===== config.mk =====
export PLATFORM = sky130hd
export DESIGN_NAME = mem_access_unit_flat
export DESIGN_NICKNAME = d
export VERILOG_FILES = /design/src/rtl/mem_access_unit_if.sv /design/src/rtl/mem_access_unit.sv /design/src/flat_wrapper.sv
export SDC_FILE = /design/constraint.sdc
export NUM_CORES = 1
export LEC_CHECK = 0
export CAP_MARGIN = 25
export CORE_MARGIN = 2
export CORE_UTILIZATION = 25
export CTS_BUF_LIST = sky130_fd_sc_hd__clkbuf_8
export DETAILED_ROUTE_END_ITERATION = 10
export HOLD_SLACK_MARGIN = 0.03
export PLACE_DENSITY_LB_ADDON = 0.08
export SYNTH_ARGS = -nofsm -noshare
export SYNTH_HDL_FRONTEND = slang
export SYNTH_SLANG_ARGS = --single-unit
export TNS_END_PERCENT = 10

===== constraint.sdc =====
create_clock -name clk -period 3.6 [get_ports clk]
set_input_delay 0.72 -clock clk [delete_from_list [all_inputs] [get_ports clk]]
set_output_delay 0.72 -clock clk [all_outputs]
set_load 0.02 [all_outputs]

===== src/rtl/mem_access_unit_if.sv =====
// rtl/mem_access_unit_if.sv - request/response handshake and RAM port bundle for mem_access_unit
interface mem_access_unit_if;
  logic        req_valid;
  logic        req_ready;
  logic        req_we;
  logic [2:0]  req_funct3;
  logic [31:0] req_addr;
  logic [31:0] req_wdata;
  logic        resp_valid;
  logic [31:0] resp_rdata;
  logic        resp_err;
  logic        ram_en;
  logic        ram_we;
  logic        ram_rst;
  logic [31:0] ram_addr;
  logic [31:0] ram_di;
  logic [31:0] ram_dout;

  modport slave (
    input  req_valid, req_we, req_funct3, req_addr, req_wdata, ram_dout,
    output req_ready, resp_valid, resp_rdata, resp_err,
    output ram_en, ram_we, ram_rst, ram_addr, ram_di
  );

  modport master (
    output req_valid, req_we, req_funct3, req_addr, req_wdata, ram_dout,
    input  req_ready, resp_valid, resp_rdata, resp_err,
    input  ram_en, ram_we, ram_rst, ram_addr, ram_di
  );
endinterface


===== src/rtl/mem_access_unit.sv =====
// rtl/mem_access_unit.sv - load/store initiator for the single-port data RAM
// Sub-word stores are read-modify-write since the RAM has no byte enables.
module mem_access_unit (
  input logic             clk,
  input logic             rst,
  mem_access_unit_if.slave bus
);

  typedef enum logic [2:0] {IDLE, LD_WAIT, RMW_WAIT, RMW_WR, RESP} state_t;

  state_t      state;
  logic [31:0] lat_addr;
  logic [2:0]  lat_funct3;
  logic [15:0] lat_wdata;
  logic [31:0] merged;
  logic        resp_valid_q;
  logic        resp_err_q;
  logic [31:0] resp_rdata_q;

  logic        legal;
  logic        aligned;
  logic        req_ok;
  logic        accept;
  logic [7:0]  sel_byte;
  logic [15:0] sel_half;
  logic [31:0] load_ext;
  logic [31:0] merge_word;

  always_comb begin
    legal = 1'b0;
    case (bus.req_funct3)
      3'b000, 3'b001, 3'b010: legal = 1'b1;
      3'b100, 3'b101:         legal = !bus.req_we;
      default:                legal = 1'b0;
    endcase
    aligned = 1'b1;
    case (bus.req_funct3[1:0])
      2'b01:   aligned = !bus.req_addr[0];
      2'b10:   aligned = (bus.req_addr[1:0] == 2'b00);
      default: aligned = 1'b1;
    endcase
  end

  assign req_ok = legal && aligned;
  assign accept = bus.req_valid && !rst && (state == IDLE);

  // The IDLE access is combinational so the RAM samples it on the accepting edge.
  always_comb begin
    bus.req_ready = !rst && (state == IDLE);
    bus.ram_en    = 1'b0;
    bus.ram_we    = 1'b0;
    bus.ram_addr  = lat_addr;
    bus.ram_di    = merged;
    if (!rst) begin
      case (state)
        IDLE: begin
          bus.ram_addr = bus.req_addr;
          bus.ram_di   = bus.req_wdata;
          bus.ram_en   = bus.req_valid && req_ok;
          bus.ram_we   = bus.req_valid && req_ok && bus.req_we && (bus.req_funct3 == 3'b010);
        end
        RMW_WR: begin
          bus.ram_en = 1'b1;
          bus.ram_we = 1'b1;
        end
        default: ;
      endcase
    end
  end

  assign bus.ram_rst    = rst;
  assign bus.resp_valid = resp_valid_q;
  assign bus.resp_err   = resp_err_q;
  assign bus.resp_rdata = resp_rdata_q;

  // Little-endian lane selection on the word returned by the RAM.
  always_comb begin
    case (lat_addr[1:0])
      2'b00:   sel_byte = bus.ram_dout[7:0];
      2'b01:   sel_byte = bus.ram_dout[15:8];
      2'b10:   sel_byte = bus.ram_dout[23:16];
      default: sel_byte = bus.ram_dout[31:24];
    endcase
    sel_half = lat_addr[1] ? bus.ram_dout[31:16] : bus.ram_dout[15:0];

    case (lat_funct3)
      3'b000:  load_ext = {{24{sel_byte[7]}}, sel_byte};
      3'b001:  load_ext = {{16{sel_half[15]}}, sel_half};
      3'b100:  load_ext = {24'd0, sel_byte};
      3'b101:  load_ext = {16'd0, sel_half};
      default: load_ext = bus.ram_dout;
    endcase

    merge_word = bus.ram_dout;
    if (lat_funct3[1:0] == 2'b01) begin
      if (lat_addr[1]) merge_word[31:16] = lat_wdata;
      else             merge_word[15:0]  = lat_wdata;
    end else begin
      case (lat_addr[1:0])
        2'b00:   merge_word[7:0]   = lat_wdata[7:0];
        2'b01:   merge_word[15:8]  = lat_wdata[7:0];
        2'b10:   merge_word[23:16] = lat_wdata[7:0];
        default: merge_word[31:24] = lat_wdata[7:0];
      endcase
    end
  end

  always_ff @(posedge clk) begin
    if (rst) begin
      state        <= IDLE;
      lat_addr     <= 32'd0;
      lat_funct3   <= 3'd0;
      lat_wdata    <= 16'd0;
      merged       <= 32'd0;
      resp_valid_q <= 1'b0;
      resp_err_q   <= 1'b0;
      resp_rdata_q <= 32'd0;
    end else begin
      case (state)
        IDLE: begin
          resp_valid_q <= 1'b0;
          if (accept) begin
            lat_addr   <= bus.req_addr;
            lat_funct3 <= bus.req_funct3;
            lat_wdata  <= bus.req_wdata[15:0];
            if (!req_ok) begin
              resp_err_q   <= 1'b1;
              resp_rdata_q <= 32'd0;
              resp_valid_q <= 1'b1;
              state        <= RESP;
            end else if (!bus.req_we) begin
              state <= LD_WAIT;
            end else if (bus.req_funct3 == 3'b010) begin
              resp_err_q   <= 1'b0;
              resp_rdata_q <= 32'd0;
              resp_valid_q <= 1'b1;
              state        <= RESP;
            end else begin
              state <= RMW_WAIT;
            end
          end
        end
        LD_WAIT: begin
          resp_rdata_q <= load_ext;
          resp_err_q   <= 1'b0;
          resp_valid_q <= 1'b1;
          state        <= RESP;
        end
        RMW_WAIT: begin
          merged <= merge_word;
          state  <= RMW_WR;
        end
        RMW_WR: begin
          resp_rdata_q <= 32'd0;
          resp_err_q   <= 1'b0;
          resp_valid_q <= 1'b1;
          state        <= RESP;
        end
        RESP: begin
          resp_valid_q <= 1'b0;
          state        <= IDLE;
        end
        default: begin
          resp_valid_q <= 1'b0;
          state        <= IDLE;
        end
      endcase
    end
  end

endmodule


===== src/flat_wrapper.sv =====
// flat-port wrapper written by rule: the top's interface ports become plain ports
module mem_access_unit_flat 
  (clk, rst, bus_req_valid, bus_req_we, bus_req_funct3, bus_req_addr, bus_req_wdata, bus_ram_dout, bus_req_ready, bus_resp_valid, bus_resp_rdata, bus_resp_err, bus_ram_en, bus_ram_we, bus_ram_rst, bus_ram_addr, bus_ram_di);
  mem_access_unit_if bus_i ();
  input logic clk;
  input logic rst;
  input wire logic [$bits(bus_i.req_valid)-1:0] bus_req_valid;
  input wire logic [$bits(bus_i.req_we)-1:0] bus_req_we;
  input wire logic [$bits(bus_i.req_funct3)-1:0] bus_req_funct3;
  input wire logic [$bits(bus_i.req_addr)-1:0] bus_req_addr;
  input wire logic [$bits(bus_i.req_wdata)-1:0] bus_req_wdata;
  input wire logic [$bits(bus_i.ram_dout)-1:0] bus_ram_dout;
  output wire logic [$bits(bus_i.req_ready)-1:0] bus_req_ready;
  output wire logic [$bits(bus_i.resp_valid)-1:0] bus_resp_valid;
  output wire logic [$bits(bus_i.resp_rdata)-1:0] bus_resp_rdata;
  output wire logic [$bits(bus_i.resp_err)-1:0] bus_resp_err;
  output wire logic [$bits(bus_i.ram_en)-1:0] bus_ram_en;
  output wire logic [$bits(bus_i.ram_we)-1:0] bus_ram_we;
  output wire logic [$bits(bus_i.ram_rst)-1:0] bus_ram_rst;
  output wire logic [$bits(bus_i.ram_addr)-1:0] bus_ram_addr;
  output wire logic [$bits(bus_i.ram_di)-1:0] bus_ram_di;
  assign bus_i.req_valid = bus_req_valid;
  assign bus_i.req_we = bus_req_we;
  assign bus_i.req_funct3 = bus_req_funct3;
  assign bus_i.req_addr = bus_req_addr;
  assign bus_i.req_wdata = bus_req_wdata;
  assign bus_i.ram_dout = bus_ram_dout;
  assign bus_req_ready = bus_i.req_ready;
  assign bus_resp_valid = bus_i.resp_valid;
  assign bus_resp_rdata = bus_i.resp_rdata;
  assign bus_resp_err = bus_i.resp_err;
  assign bus_ram_en = bus_i.ram_en;
  assign bus_ram_we = bus_i.ram_we;
  assign bus_ram_rst = bus_i.ram_rst;
  assign bus_ram_addr = bus_i.ram_addr;
  assign bus_ram_di = bus_i.ram_di;
  mem_access_unit u_core (.clk(clk), .rst(rst), .bus(bus_i));
endmodule

==> impl_metrics.tcl <==
set metrics [dict create \
    clkPwrFrac_pct 32.3 \
    cts_buffer_depth 2 \
    slowest_delay_ps 550 \
    place_hpwl_um 16400 \
    cts_root_buf "clkbuf_8" \
    yosys.area.top_type "dfxtp_1" \
    post_drt_via_cell_ratio 4.77 \
    synth_seq_cells 120 \
    fill_cells 2447 \
    drive_gt1_share_pct 15.0 \
    fin_ws_ps 206 \
    hold_viol_final 0 \
    p_sw_share_pct 31.5 \
    crit_fanout 43 \
    die_x_um 159 \
    r2r-start "u_core.lat_addr[1]" \
    port_buffers 204 \
    grt_overflow 0 \
    pwr-share-seq_pct 38.9 \
    p_int_w 0.00260 \
    n_antenna_cell 0 \
    whs_endpoint "u_core.lat_addr[8]" \
    design.die.area_um2 25300 \
    yosysMostFrequentCell "nand2_1" \
    rsz0062_at_grt "false" \
    grt_util_all_layers_pct 16.9 \
    worst_slew_pin_slew_ps 994 \
    finalPower_w 0.00379 \
    cap_violations 0 \
    yosys_warnings 0 \
    antenna_found_initial 0 \
    dp.cells 1183 \
    fin_tns_setup_ps 0 \
    syn_inst 694 \
    synth_area_leaders "dfxtp_1 40%, mux2_2 12%, a21oi_1 8.4%" \
    pwr-share-comb_pct 28.7 \
    fin_crit_sh_pct 94.3 \
    routabilityCongestion 0.784 \
    worst_setup_path_start_kind "flop" \
    synth_nets 800 \
    fin_skew_ps 9.66 \
    synthArstFlopShare_pct 0 \
    drt_iter0_markers 304 \
    r2r-end "u_core.bus.resp_rdata[14]" \
    synth_area_per_cell_um2 8.66 \
    status "finished clean" \
    die_h_um 159 \
    cp-end-kind "output port" \
    synthTopCellsByCount "121 x nand2_1, 120 x dfxtp_1, 101 x a21oi_1" \
    hold_path.class "flop to flop" \
    pre_cts_ws_ps -85.6 \
    synthDominantCellAreaShare_pct 40.0 \
    cts_tree "done" \
    crit_chain "or3_4, nor2_4, buf_12, mux2_2, clkdlybuf4s50_1" \
    r2r_setup_slack_ps 1440 \
    cp.arrival_ps 2670 \
    setup_viol 0 \
    drv_slew 0 \
    areaGrowthSynthToFinish_pct 45.7 \
    numCtsBuffers 17 \
    drt.antenna.violating_nets 0 \
    synth-edff-count 0 \
    htree_levels 4 \
    rows 56 \
    insertion_delay_ps 430 \
    finalNonFillerCells 1217 \
    grt_start_max_net_pins 93 \
    post_drt_wl_per_cell_um 17.8 \
    netlist_area_um2 6010 \
    slew_headroom_pct 33.7 \
    multiInputGateArea_um2 3310 \
    timing.fmax_mhz 295 \
    routed_wl_um 21700 \
    grt_pass1_wl_um 33900 \
    path_delay_family "buffers and inverters" \
    synthDistinctLibCells 42 \
    crit_type "flop to output port" \
    cts.clk_slew.worst_paths_ps 70 \
    p_sw_w 0.00119 \
    power.leakage_nw 3.22 \
    hold_buffers 0 \
    regArea_um2 2400 \
    cts_sinks 120 \
    initial_core_util_pct 25.5 \
    synth_ff_type "dfxtp_1" \
    nNetsFinal 991 \
    num_vias 5800 \
    powerDensity_nw_per_um2 433 \
    peakVddDrop_mv 0.203 \
    final_cell_area_um2 8760 \
    cpMaxStageDelayCell "clkdlybuf4s50_1" \
    dpl-instance-area_um2 8350 \
    drc 0 \
    drt_pass1_iterations 5 \
    hold_start "u_core.lat_addr[8]" \
    timing.final.crit_period_ps 3390 \
    grt_pass1_vias 5838 \
    yosysSeqAreaShare_pct 40.0 \
    reg2reg_depth 5 \
    hold_depth 2 \
    ioPinCount 205 \
    core_area_um2 23500 \
    worst-path-buf-inv 2 \
    cp_data_required_time_ps 2880 \
]
cell usage in the layout (no fill, tap or decap), drive strengths merged, types with 2 or more instances in the layout:
cell type / n
clkdlybuf4s50: 194
dfxtp: 120
bufinv: 3
nor3: 9
mux2i: 17
a21oi: 105
nor2: 50
nor2b: 8
o2bb2ai: 26
clkbuf: 18
nand2: 121
mux2: 64
a211oi: 16
clkinv: 8
nor3b: 2
o31ai: 11
nand2b: 3
dlygate4sd2: 9
o21ai: 20
o221ai: 8
nand3: 4
ha: 3
a32oi: 7
nand3b: 9
and2: 4
o22a: 8
inv: 8
o311ai: 2
buf: 24
a21o: 7
clkinvlp: 3
state kept, by name, indices dropped and copies added, names as in the netlist:
register	cells
u_core.lat_wdata	16
u_core.bus.resp_rdata	32
u_core.merged	32
u_core.lat_funct3	3
u_core.bus.resp_valid	1
u_core.state	3
u_core.lat_addr	32
u_core.bus.resp_err	1
metal layers:
layer  vias to the layer above  GRT usage (%)  share of wire, %
met5                         -              0                 0
met4                         0           4.96               1.7
met3                        21           4.35               5.9
met2                       211           27.1                45
met1                      2701           22.5                47
li1                       2867              -                 -
power by group through the flow:
stage / Combinational, W / Clock [W] / Sequential (W)
after floorplan: 0.000616 / 0 / 0.00149
after global placement: 0.00109 / 0 / 0.00150
after detailed placement: 0.00110 / 0 / 0.00151
after CTS: 0.00109 / 0.00128 / 0.00148
after global routing: 0.00117 / 0.00133 / 0.00149
final: 0.00109 / 0.00123 / 0.00148
through the flow:
step / utilization [%] / hold WS, ps
2_1_floorplan: - / 429
3_3_place_gp: 35.5 / 439
3_5_place_dp: 35.5 / 442
4_1_cts: 37.1 / 458
5_1_grt: 37.2 / 469
6_report: 37.2 / 454
how the worst max path moves through the flow:
stage	cells past startpoint	from	end	slack, ps
after floorplan	7	bus_req_funct3[0]	bus_ram_we	850
final	5	u_core.state[2]	bus_ram_di[18]	210
after detailed placement	9	bus_req_funct3[0]	bus_ram_we	-90
after global placement	9	bus_req_funct3[0]	bus_ram_we	-10
after CTS	5	u_core.state[2]	bus_ram_addr[16]	-7
after global routing	5	u_core.state[2]	bus_ram_di[21]	60
repair_timing:
| action | CTS | global route |
|---|---|---|
| setup endpoints to repair | 11 | 53 |
| resized for setup | 10 | 0 |
| setup buffers | 0 | 1 |
| pin swaps | 0 | 1 |
| endpoints found under the hold margin | 0 | 0 |
logic make-up after synthesis:
family | after synthesis | share of synthesized area, %
simple gates | 214 | 15.7
buf+inv | 63 | 5.12
flops | 120 | 40.0
compound gates | 213 | 23.8
fa+ha+maj | 3 | 0.625
mux | 81 | 14.8
cell type report:
cell class | count | area share (%)
clock buffers | 17 | 2.67
clock inverters | 15 | 1.86
inverters | 7 | 0.300
multi-input cells | 511 | 37.8
flip-flops and latches | 120 | 27.4
well taps | 319 | 4.56
repair buffers | 228 | 25.4
tightest hold or removal path, stage by stage (launching register included):
cell and delay [ps]:
dfxtp_1 310, nand2_1 50, a21oi_1 50
Note: power is estimated with default switching activity, not from simulation.
